`src/rtl/branch_resolve_if.sv`:
```
// Commit-to-resolve handshake plus the fetch/predictor feedback and counters
// produced by the branch resolve unit.
interface branch_resolve_if #(
    parameter int CNT_W = 32
);
    logic             commit_valid;
    logic             commit_ready;
    logic [31:0]      commit_pc;
    logic             commit_branch;
    logic             commit_jump;
    logic             commit_jalr;
    logic             commit_prediction;
    logic             commit_taken;
    logic [31:0]      commit_target;
    logic [31:0]      commit_jalr_address;
    logic [3:0]       commit_ras_ptr;
    logic             commit_exception;

    logic             update;
    logic             valid_in;
    logic [31:0]      committed_pc;
    logic [31:0]      pc_update;
    logic             mispredicted;
    logic [3:0]       flush_ptr;
    logic [CNT_W-1:0] branch_count;
    logic [CNT_W-1:0] mispredict_count;

    modport slave (
        input  commit_valid, commit_pc, commit_branch, commit_jump, commit_jalr,
               commit_prediction, commit_taken, commit_target, commit_jalr_address,
               commit_ras_ptr, commit_exception,
        output commit_ready, update, valid_in, committed_pc, pc_update,
               mispredicted, flush_ptr, branch_count, mispredict_count
    );

    modport master (
        output commit_valid, commit_pc, commit_branch, commit_jump, commit_jalr,
               commit_prediction, commit_taken, commit_target, commit_jalr_address,
               commit_ras_ptr, commit_exception,
        input  commit_ready, update, valid_in, committed_pc, pc_update,
               mispredicted, flush_ptr, branch_count, mispredict_count
    );
endinterface

```
`src/rtl/branch_resolve.sv`:
```
// Resolves committed control-flow instructions: detects mispredictions, drives
// the fetch redirect and predictor update, and blocks commit while fetch flushes.
module branch_resolve #(
    parameter int FLUSH_CYCLES = 2,
    parameter int CNT_W        = 32
) (
    input  logic             clk,
    input  logic             reset,
    branch_resolve_if.slave  bus
);
    typedef enum logic {IDLE, FLUSH} state_t;

    state_t           r_state;
    logic [3:0]       r_flushCnt;
    logic             r_update;
    logic             r_validIn;
    logic [31:0]      r_committedPc;
    logic [31:0]      r_pcUpdate;
    logic             r_mispredicted;
    logic [3:0]       r_flushPtr;
    logic [CNT_W-1:0] r_branchCount;
    logic [CNT_W-1:0] r_mispredictCount;

    logic             w_ready;
    logic             w_hs;
    logic             w_isJalr;
    logic             w_isJump;
    logic             w_isBranch;
    logic             w_isCtrl;
    logic             w_live;
    logic             w_mispred;
    logic             w_taken;
    logic [31:0]      w_nextPc;

    assign w_ready    = (r_state == IDLE);
    assign w_hs       = bus.commit_valid && w_ready;

    // Class priority jalr > jump > branch when several flags are set.
    assign w_isJalr   = bus.commit_jalr;
    assign w_isJump   = bus.commit_jump && !bus.commit_jalr;
    assign w_isBranch = bus.commit_branch && !bus.commit_jump && !bus.commit_jalr;
    assign w_isCtrl   = w_isJalr || w_isJump || w_isBranch;

    // A trapping instruction still retires through the handshake but has no branch effect.
    assign w_live     = w_hs && !bus.commit_exception;

    assign w_mispred  = w_live &&
                        ((w_isJalr   && (bus.commit_target != bus.commit_jalr_address)) ||
                         (w_isBranch && (bus.commit_taken  != bus.commit_prediction)));

    assign w_taken    = w_isJalr || w_isJump || (w_isBranch && bus.commit_taken);
    assign w_nextPc   = w_taken ? bus.commit_target : (bus.commit_pc + 32'd4);

    always_ff @(posedge clk) begin
        if (reset) begin
            r_state           <= IDLE;
            r_flushCnt        <= '0;
            r_update          <= 1'b0;
            r_validIn         <= 1'b0;
            r_committedPc     <= '0;
            r_pcUpdate        <= '0;
            r_mispredicted    <= 1'b0;
            r_flushPtr        <= '0;
            r_branchCount     <= '0;
            r_mispredictCount <= '0;
        end else begin
            r_validIn      <= w_live && w_isBranch;
            r_mispredicted <= w_mispred;

            if (w_live && w_isBranch) begin
                r_update      <= bus.commit_taken;
                r_committedPc <= bus.commit_pc;
            end
            if (w_live && w_isCtrl) begin
                r_pcUpdate <= w_nextPc;
            end
            if (w_mispred) begin
                r_flushPtr <= bus.commit_ras_ptr;
            end

            if (w_live && w_isCtrl && (r_branchCount != '1)) begin
                r_branchCount <= r_branchCount + 1'b1;
            end
            if (w_mispred && (r_mispredictCount != '1)) begin
                r_mispredictCount <= r_mispredictCount + 1'b1;
            end

            // Commit stays blocked for FLUSH_CYCLES cycles after a redirect.
            case (r_state)
                IDLE: begin
                    if (w_mispred) begin
                        r_state    <= FLUSH;
                        r_flushCnt <= 4'(FLUSH_CYCLES);
                    end
                end
                FLUSH: begin
                    if (r_flushCnt <= 4'd1) begin
                        r_state    <= IDLE;
                        r_flushCnt <= '0;
                    end else begin
                        r_flushCnt <= r_flushCnt - 4'd1;
                    end
                end
                default: begin
                    r_state    <= IDLE;
                    r_flushCnt <= '0;
                end
            endcase
        end
    end

    assign bus.commit_ready     = w_ready;
    assign bus.update           = r_update;
    assign bus.valid_in         = r_validIn;
    assign bus.committed_pc     = r_committedPc;
    assign bus.pc_update        = r_pcUpdate;
    assign bus.mispredicted     = r_mispredicted;
    assign bus.flush_ptr        = r_flushPtr;
    assign bus.branch_count     = r_branchCount;
    assign bus.mispredict_count = r_mispredictCount;
endmodule

```
`src/flat_wrapper.sv`:
```
// flat-port wrapper written by rule: the top's interface ports become plain ports
module branch_resolve_flat 
#(
    parameter int FLUSH_CYCLES = 2,
    parameter int CNT_W        = 32
)
  (clk, reset, bus_commit_valid, bus_commit_pc, bus_commit_branch, bus_commit_jump, bus_commit_jalr, bus_commit_prediction, bus_commit_taken, bus_commit_target, bus_commit_jalr_address, bus_commit_ras_ptr, bus_commit_exception, bus_commit_ready, bus_update, bus_valid_in, bus_committed_pc, bus_pc_update, bus_mispredicted, bus_flush_ptr, bus_branch_count, bus_mispredict_count);
  branch_resolve_if #(.CNT_W(CNT_W)) bus_i ();
  input  logic clk;
  input  logic reset;
  input wire logic [$bits(bus_i.commit_valid)-1:0] bus_commit_valid;
  input wire logic [$bits(bus_i.commit_pc)-1:0] bus_commit_pc;
  input wire logic [$bits(bus_i.commit_branch)-1:0] bus_commit_branch;
  input wire logic [$bits(bus_i.commit_jump)-1:0] bus_commit_jump;
  input wire logic [$bits(bus_i.commit_jalr)-1:0] bus_commit_jalr;
  input wire logic [$bits(bus_i.commit_prediction)-1:0] bus_commit_prediction;
  input wire logic [$bits(bus_i.commit_taken)-1:0] bus_commit_taken;
  input wire logic [$bits(bus_i.commit_target)-1:0] bus_commit_target;
  input wire logic [$bits(bus_i.commit_jalr_address)-1:0] bus_commit_jalr_address;
  input wire logic [$bits(bus_i.commit_ras_ptr)-1:0] bus_commit_ras_ptr;
  input wire logic [$bits(bus_i.commit_exception)-1:0] bus_commit_exception;
  output wire logic [$bits(bus_i.commit_ready)-1:0] bus_commit_ready;
  output wire logic [$bits(bus_i.update)-1:0] bus_update;
  output wire logic [$bits(bus_i.valid_in)-1:0] bus_valid_in;
  output wire logic [$bits(bus_i.committed_pc)-1:0] bus_committed_pc;
  output wire logic [$bits(bus_i.pc_update)-1:0] bus_pc_update;
  output wire logic [$bits(bus_i.mispredicted)-1:0] bus_mispredicted;
  output wire logic [$bits(bus_i.flush_ptr)-1:0] bus_flush_ptr;
  output wire logic [$bits(bus_i.branch_count)-1:0] bus_branch_count;
  output wire logic [$bits(bus_i.mispredict_count)-1:0] bus_mispredict_count;
  assign bus_i.commit_valid = bus_commit_valid;
  assign bus_i.commit_pc = bus_commit_pc;
  assign bus_i.commit_branch = bus_commit_branch;
  assign bus_i.commit_jump = bus_commit_jump;
  assign bus_i.commit_jalr = bus_commit_jalr;
  assign bus_i.commit_prediction = bus_commit_prediction;
  assign bus_i.commit_taken = bus_commit_taken;
  assign bus_i.commit_target = bus_commit_target;
  assign bus_i.commit_jalr_address = bus_commit_jalr_address;
  assign bus_i.commit_ras_ptr = bus_commit_ras_ptr;
  assign bus_i.commit_exception = bus_commit_exception;
  assign bus_commit_ready = bus_i.commit_ready;
  assign bus_update = bus_i.update;
  assign bus_valid_in = bus_i.valid_in;
  assign bus_committed_pc = bus_i.committed_pc;
  assign bus_pc_update = bus_i.pc_update;
  assign bus_mispredicted = bus_i.mispredicted;
  assign bus_flush_ptr = bus_i.flush_ptr;
  assign bus_branch_count = bus_i.branch_count;
  assign bus_mispredict_count = bus_i.mispredict_count;
  branch_resolve #(.FLUSH_CYCLES(FLUSH_CYCLES), .CNT_W(CNT_W)) u_core (.clk(clk), .reset(reset), .bus(bus_i));
endmodule
```
`config.mk`:
```
export PLATFORM = sky130hd
export DESIGN_NAME = branch_resolve_flat
export DESIGN_NICKNAME = d
export VERILOG_FILES = /design/src/rtl/branch_resolve_if.sv /design/src/rtl/branch_resolve.sv /design/src/flat_wrapper.sv
export SDC_FILE = /design/constraint.sdc
export NUM_CORES = 1
export LEC_CHECK = 0
export CAP_MARGIN = 40
export CORE_UTILIZATION = 40
export CTS_BUF_LIST = sky130_fd_sc_hd__clkbuf_4
export CTS_CLUSTER_DIAMETER = 40
export DETAILED_ROUTE_END_ITERATION = 10
export PLACE_DENSITY = 0.84
export SLEW_MARGIN = 25
export SYNTH_ARGS = -nofsm -noshare
export SYNTH_HDL_FRONTEND = slang
export SYNTH_SLANG_ARGS = --single-unit
```
`constraint.sdc`:
```
create_clock -name clk -period 2.65 [get_ports clk]
set_input_delay 0.795 -clock clk [delete_from_list [all_inputs] [get_ports clk]]
set_output_delay 0.795 -clock clk [all_outputs]
set_load 0.05 [all_outputs]
```
After elaboration in Yosys (flattened, before gate mapping)
Cells that the tools add are included.
W data, S select, Z words.
- memory bits (read-only): 0
- bits in latches: 0
- output and inout bits: 136
- memory bits (writable): 0
- register bits: 140
- memories kept: 0
- div/mod/pow operators: 0
- multiplexer cells: 7
- $add $sub $neg: 4
- bitwise operators: 1
- $mul: 0
- magnitude comparators: 1
- equal/unequal tests: 5
- shift-type cells: 0
- reduce and logical (&&, ||, !) cells: 20
- operators with widths (kind ; number):
    $add A32 B1 Y32 const B ; 2
    $ne A32 B32 Y1 const B ; 2
    $add A32 B3 Y32 const B ; 1
    $mux W32 ; 1
    $ne A32 B32 Y1 ; 1
    $logic_and A1 B1 Y1 ; 13
    $mux W4 ; 2
    $pmux W4 S2 ; 1
    $le A4 B1 Y1 const B ; 1
    $logic_or A1 B1 Y1 ; 4
    $sub A4 B1 Y4 const B ; 1
    $logic_not A1 Y1 ; 3
    $mux W1 ; 2
    $ne A2 B2 Y1 const B ; 1
    $pmux W1 S2 ; 1
    $ne A1 B1 Y1 ; 1
    $not A1 Y1 ; 1

Logic depth before layout (Yosys ltp)
- depth in word-level cells: 8
- gate-level depth with buffers: 10
- gate-level depth less buffers: 8

Worst setup path before layout
Ideal clock, no wire load.
- path type: register to register
- from: register u_core.r_mispredictCount[2], in the netlist u_core.bus.mispredict_count[2]
- to: register u_core.r_mispredictCount[22], in the netlist u_core.bus.mispredict_count[22]
- data required time: 2.529 ns
- slack: -0.139 ns
- stages on the path, launching flop included: 10
- period minus slack after synthesis: 2.789 ns
- data arrival time: 2.667 ns
- cell sequence: dfxtp_1 and4_4 nand3_4 or2_1 buf_6 or4_4 o21ai_4 buf_6 nor4_2 mux2_4
- word-level cells in the longest chain between the ends: 2
- elaborated cells between the ends (all ways): 3
- those cells by class: add/sub: 1; eq/ne: 1; reduce/logical: 1
- ends and longest elaborated chain (element ; RTL line ; text):
    start: declaration ; branch_resolve.sv:22 ; logic [CNT_W-1:0] r_mispredictCount;
    start signal: assignment ; branch_resolve.sv:85 ; r_mispredictCount <= r_mispredictCount + 1'b1;
    branches (longest 2 deep; another with $add A32 B1 Y32) ; -- ;
Parallel ways; which one is timed is not known.
A chain may end at the register's enable or synchronous reset.

Worst setup path after layout
- from: register u_core.r_pcUpdate[22], in the netlist u_core.bus.pc_update[22]
- to: output bus_pc_update[22]
- RTL lines (element ; RTL line ; text):
    start: declaration ; branch_resolve.sv:18 ; logic [31:0] r_pcUpdate;
    start signal: assignment ; branch_resolve.sv:75 ; r_pcUpdate <= w_nextPc;
    end: declaration ; flat_wrapper.sv:26 ; output wire logic [$bits(bus_i.pc_update)-1:0] bus_pc_update;
No word-level cell between the ends.

==> flow_summary.json <==
{
  "status": "complete, no violations",
  "ir_worst_vdd_mv": 0.4630,
  "grt_pass1_wl_um": 35910,
  "ant_diodes": 0,
  "number_of_global_route_vias_before_repair": 7150,
  "power.density_cell_area_nw_per_um2": 432.3,
  "groute.usage.overall_pct": 25.67,
  "yosys.cell_count.top_type": "sky130_fd_sc_hd__dfxtp_1",
  "post_synth_inst_count": 835,
  "core_um2": 16700,
  "share_seq_of_total_power_pct": 47.4,
  "synthDominantCellAreaShare_pct": 40.76,
  "dpl_cell_area_um2": 10150,
  "finalCriticalPeriod_ns": 2.574,
  "critPathCaptureType": "primary output",
  "drtAntennaViolNets": 0,
  "final_cells": 1372,
  "routed_wirelength_um": 22830,
  "preCtsSetupSlack_ns": -0.7304,
  "grt_remaining_overflow": 0,
  "tightest_slew_ns": 0.6146,
  "synth-edff-count": 0,
  "cell_leakage_power_nw": 4.447,
  "num-nets-final": 1253,
  "clock-root-buffer": "sky130_fd_sc_hd__clkbuf_4",
  "power.clock.fraction_pct": 34.7,
  "power.total_mw": 4.584,
  "worst_hold_path_type": "reg2reg",
  "postSynthAreaPerCell_um2": 8.235,
  "clock_latency_late_sink_ns": 0.54,
  "ys.warnings.count": 0,
  "worst-path-stages": 1,
  "timing.max_cap.violations": 0,
  "detailedRoute.firstIterationViolations": 442,
  "dieWidth_um": 133.1,
  "critPathSlowestCell": "sky130_fd_sc_hd__clkdlybuf4s50_1",
  "slew_viol_final": 0,
  "avgViaCountPerCell": 5.417,
  "report.final.setup_viol": 0,
  "dieArea_um2": 17720,
  "ys_top_cells_by_count": "140 x sky130_fd_sc_hd__dfxtp_1, 131 x sky130_fd_sc_hd__nand2_1, 101 x sky130_fd_sc_hd__a21oi_1, 62 x sky130_fd_sc_hd__nor2_1, 61 x sky130_fd_sc_hd__xnor2_1",
  "postSynthNetCount": 949,
  "critical_path.max_stage_delay_ns": 0.88,
  "yosys.cell_types.count": 51,
  "cellInternalPower_mw": 3.295,
  "fmax_ghz": 0.3886,
  "synth_seq_cells": 140,
  "number_of_antenna_violations_at_the_first_check_in_global_routing": 0,
  "unrepaired_setup_endpoints_after_global_routing": "false",
  "fin_skew_ns": 0.02362,
  "synth-seq-area-share_pct": 40.76,
  "worst_r2r_path_depth": 8,
  "hold_slack_ns": 0.4598,
  "post-route-drc-count": 0,
  "dp.final_hpwl_um": 17360,
  "p_sw_mw": 1.289,
  "fin_ws_ns": 0.07640,
  "critical_path_peak_fanout": 2,
  "ctsLongestPathBuffers": 2,
  "critical_path.cell_chain": "clkdlybuf4s50_1",
  "cts.clk_slew.worst_paths_ns": 0.13,
  "grt_start_max_net_pins": 60,
  "area_leader_netlist": "sky130_fd_sc_hd__dfxtp_1",
  "vias": 7432,
  "worst_path_dominant_cell_family": "buffers and inverters",
  "setup.worst_path.start_class": "flip-flop",
  "critical_path_buf_inv_count": 1,
  "pin_count": 245,
  "drtPass1Iterations": 5,
  "place.gp.congestion": 0.8796,
  "cts-buffers-inserted": 17,
  "layout.core_utilization_pct": 63.49,
  "layout-drive-gt1-share_pct": 13.37,
  "cts.sinks": 140,
  "finalHoldViolCount": 0,
  "cts_htree_levels": 4,
  "cts_tree": "yes",
  "setup_total_negative_slack_ns": 0,
  "share_comb_of_total_power_pct": 17.9,
  "synthToLayoutAreaGrowth_pct": 54.19,
  "count_of_buffers_from_port_buffering": 244,
  "min_path_cells": 2,
  "final_cycle_utilization_of_the_critical_path_pct": 97.12,
  "avgRoutedWirePerCell_um": 16.64,
  "initial_utilization_pct": 41.17,
  "ys.flop_type": "sky130_fd_sc_hd__dfxtp_1",
  "critPathKind": "reg2out",
  "count_of_standard_cell_rows": 47,
  "layout.cell_area.non_filler_um2": 10600,
  "slew_headroom_pct": 58.90,
  "netlist_top_cells_area": "sky130_fd_sc_hd__dfxtp_1 41%, sky130_fd_sc_hd__xnor2_1 7.8%, sky130_fd_sc_hd__a21oi_1 7.4%",
  "placedCellCount": 1340,
  "crit_arrival_ns": 1.78,
  "power_switching_share_pct": 28.12,
  "async_reset_ff_share_pct": 0,
  "syn_area_um2": 6877,
  "die-height_um": 133.1,
  "worst_ep_required_time_ns": 1.86
}
## tightest hold or removal path: stages, from the launching register on
cell and delay (ns):
sky130_fd_sc_hd__dfxtp_1 0.33, sky130_fd_sc_hd__nand2_1 0.05, sky130_fd_sc_hd__a21oi_1 0.05
## placed cells by master, fill, tap and decap left out, drive strengths merged, types with 2 or more instances in the layout
cell type	instances
a211oi	4
a21oi	101
a31oi	2
and2	6
and3	18
and4	12
and4b	2
buf	93
bufinv	4
clkbuf	18
clkdlybuf4s50	186
clkinv	5
clkinvlp	4
dfxtp	140
dlygate4sd2	18
dlymetal6s2s	39
ha	5
inv	9
mux2	3
mux2i	6
nand2	131
nand3	31
nand4	38
nor2	62
nor2b	5
nor3	4
nor4	7
o211ai	2
o21ai	21
o21ba	2
o221ai	25
o31ai	14
or2	3
or3	22
or4	13
xnor2	61
xor2	27
## power groups by stage
stage                     sequential (mW)  clock [mW]  combinational [mW]
after floorplan                      2.35           0               0.230
final                                2.17        1.59               0.820
after CTS                            2.17        1.63               0.815
after detailed placement             2.22           0               0.810
after global routing                 2.18        1.73               0.864
after global placement               2.22           0               0.800
## final timing paths
kind	to	start	slack (ns)
setup / recovery	bus_pc_update[22]	u_core.bus.pc_update[22]	0.08
hold / removal	u_core.bus.pc_update[9]	u_core.bus.pc_update[9]	0.46
setup reg to reg	u_core.bus.mispredict_count[1]	u_core.bus.mispredict_count[3]	0.27
hold reg to reg	u_core.bus.pc_update[9]	u_core.bus.pc_update[9]	0.46
## cell type report
class                      count  area, um2
sequential                   140       2813
fill                        1415       6098
inverter                       8      30.03
clock inverter                14      195.2
clock buffer                  18      135.1
tap                          220      275.3
multi-input combinational    636       3861
timing repair buffer         336       3293
## timing repair
action	in CTS	in global routing
hold buffers	0	0
gates resized for setup	20	44
endpoints found under the setup margin	53	83
buffers inserted	0	0
## registers in the layout, summed over array words and instances (netlist names)
name and flops:
u_core.bus.branch_count 32, u_core.bus.committed_pc 32, u_core.bus.flush_ptr 4, u_core.bus.mispredict_count 32, u_core.bus.mispredicted 1, u_core.bus.pc_update 32
u_core.bus.update 1, u_core.bus.valid_in 1, u_core.r_flushCnt 4, u_core.r_state 1
## routing by layer
metal  vias up  global-route usage, %  share of wire, %
met5         -                      0                 0
met4         0                  11.55               3.5
met3        52                  8.676               7.9
met2       282                  42.99                48
met1      3505                  29.65                40
li1       3593                      -                 -
## kinds of logic (layout without fill, tap and decap cells)
logic type	after synthesis	count (layout)	share of synthesized area [%]
XOR/XNOR	88	88	11.21
adder cells (fa/ha/maj)	5	5	0.9098
AND/OR/NAND/NOR	358	358	26.29
buffers and inverters	59	376	3.894
multiplexers	9	9	1.474
AO/OA/AOI/OAI	176	176	15.47
flip-flops	140	140	40.76
(Power assumes the default switching activity.)
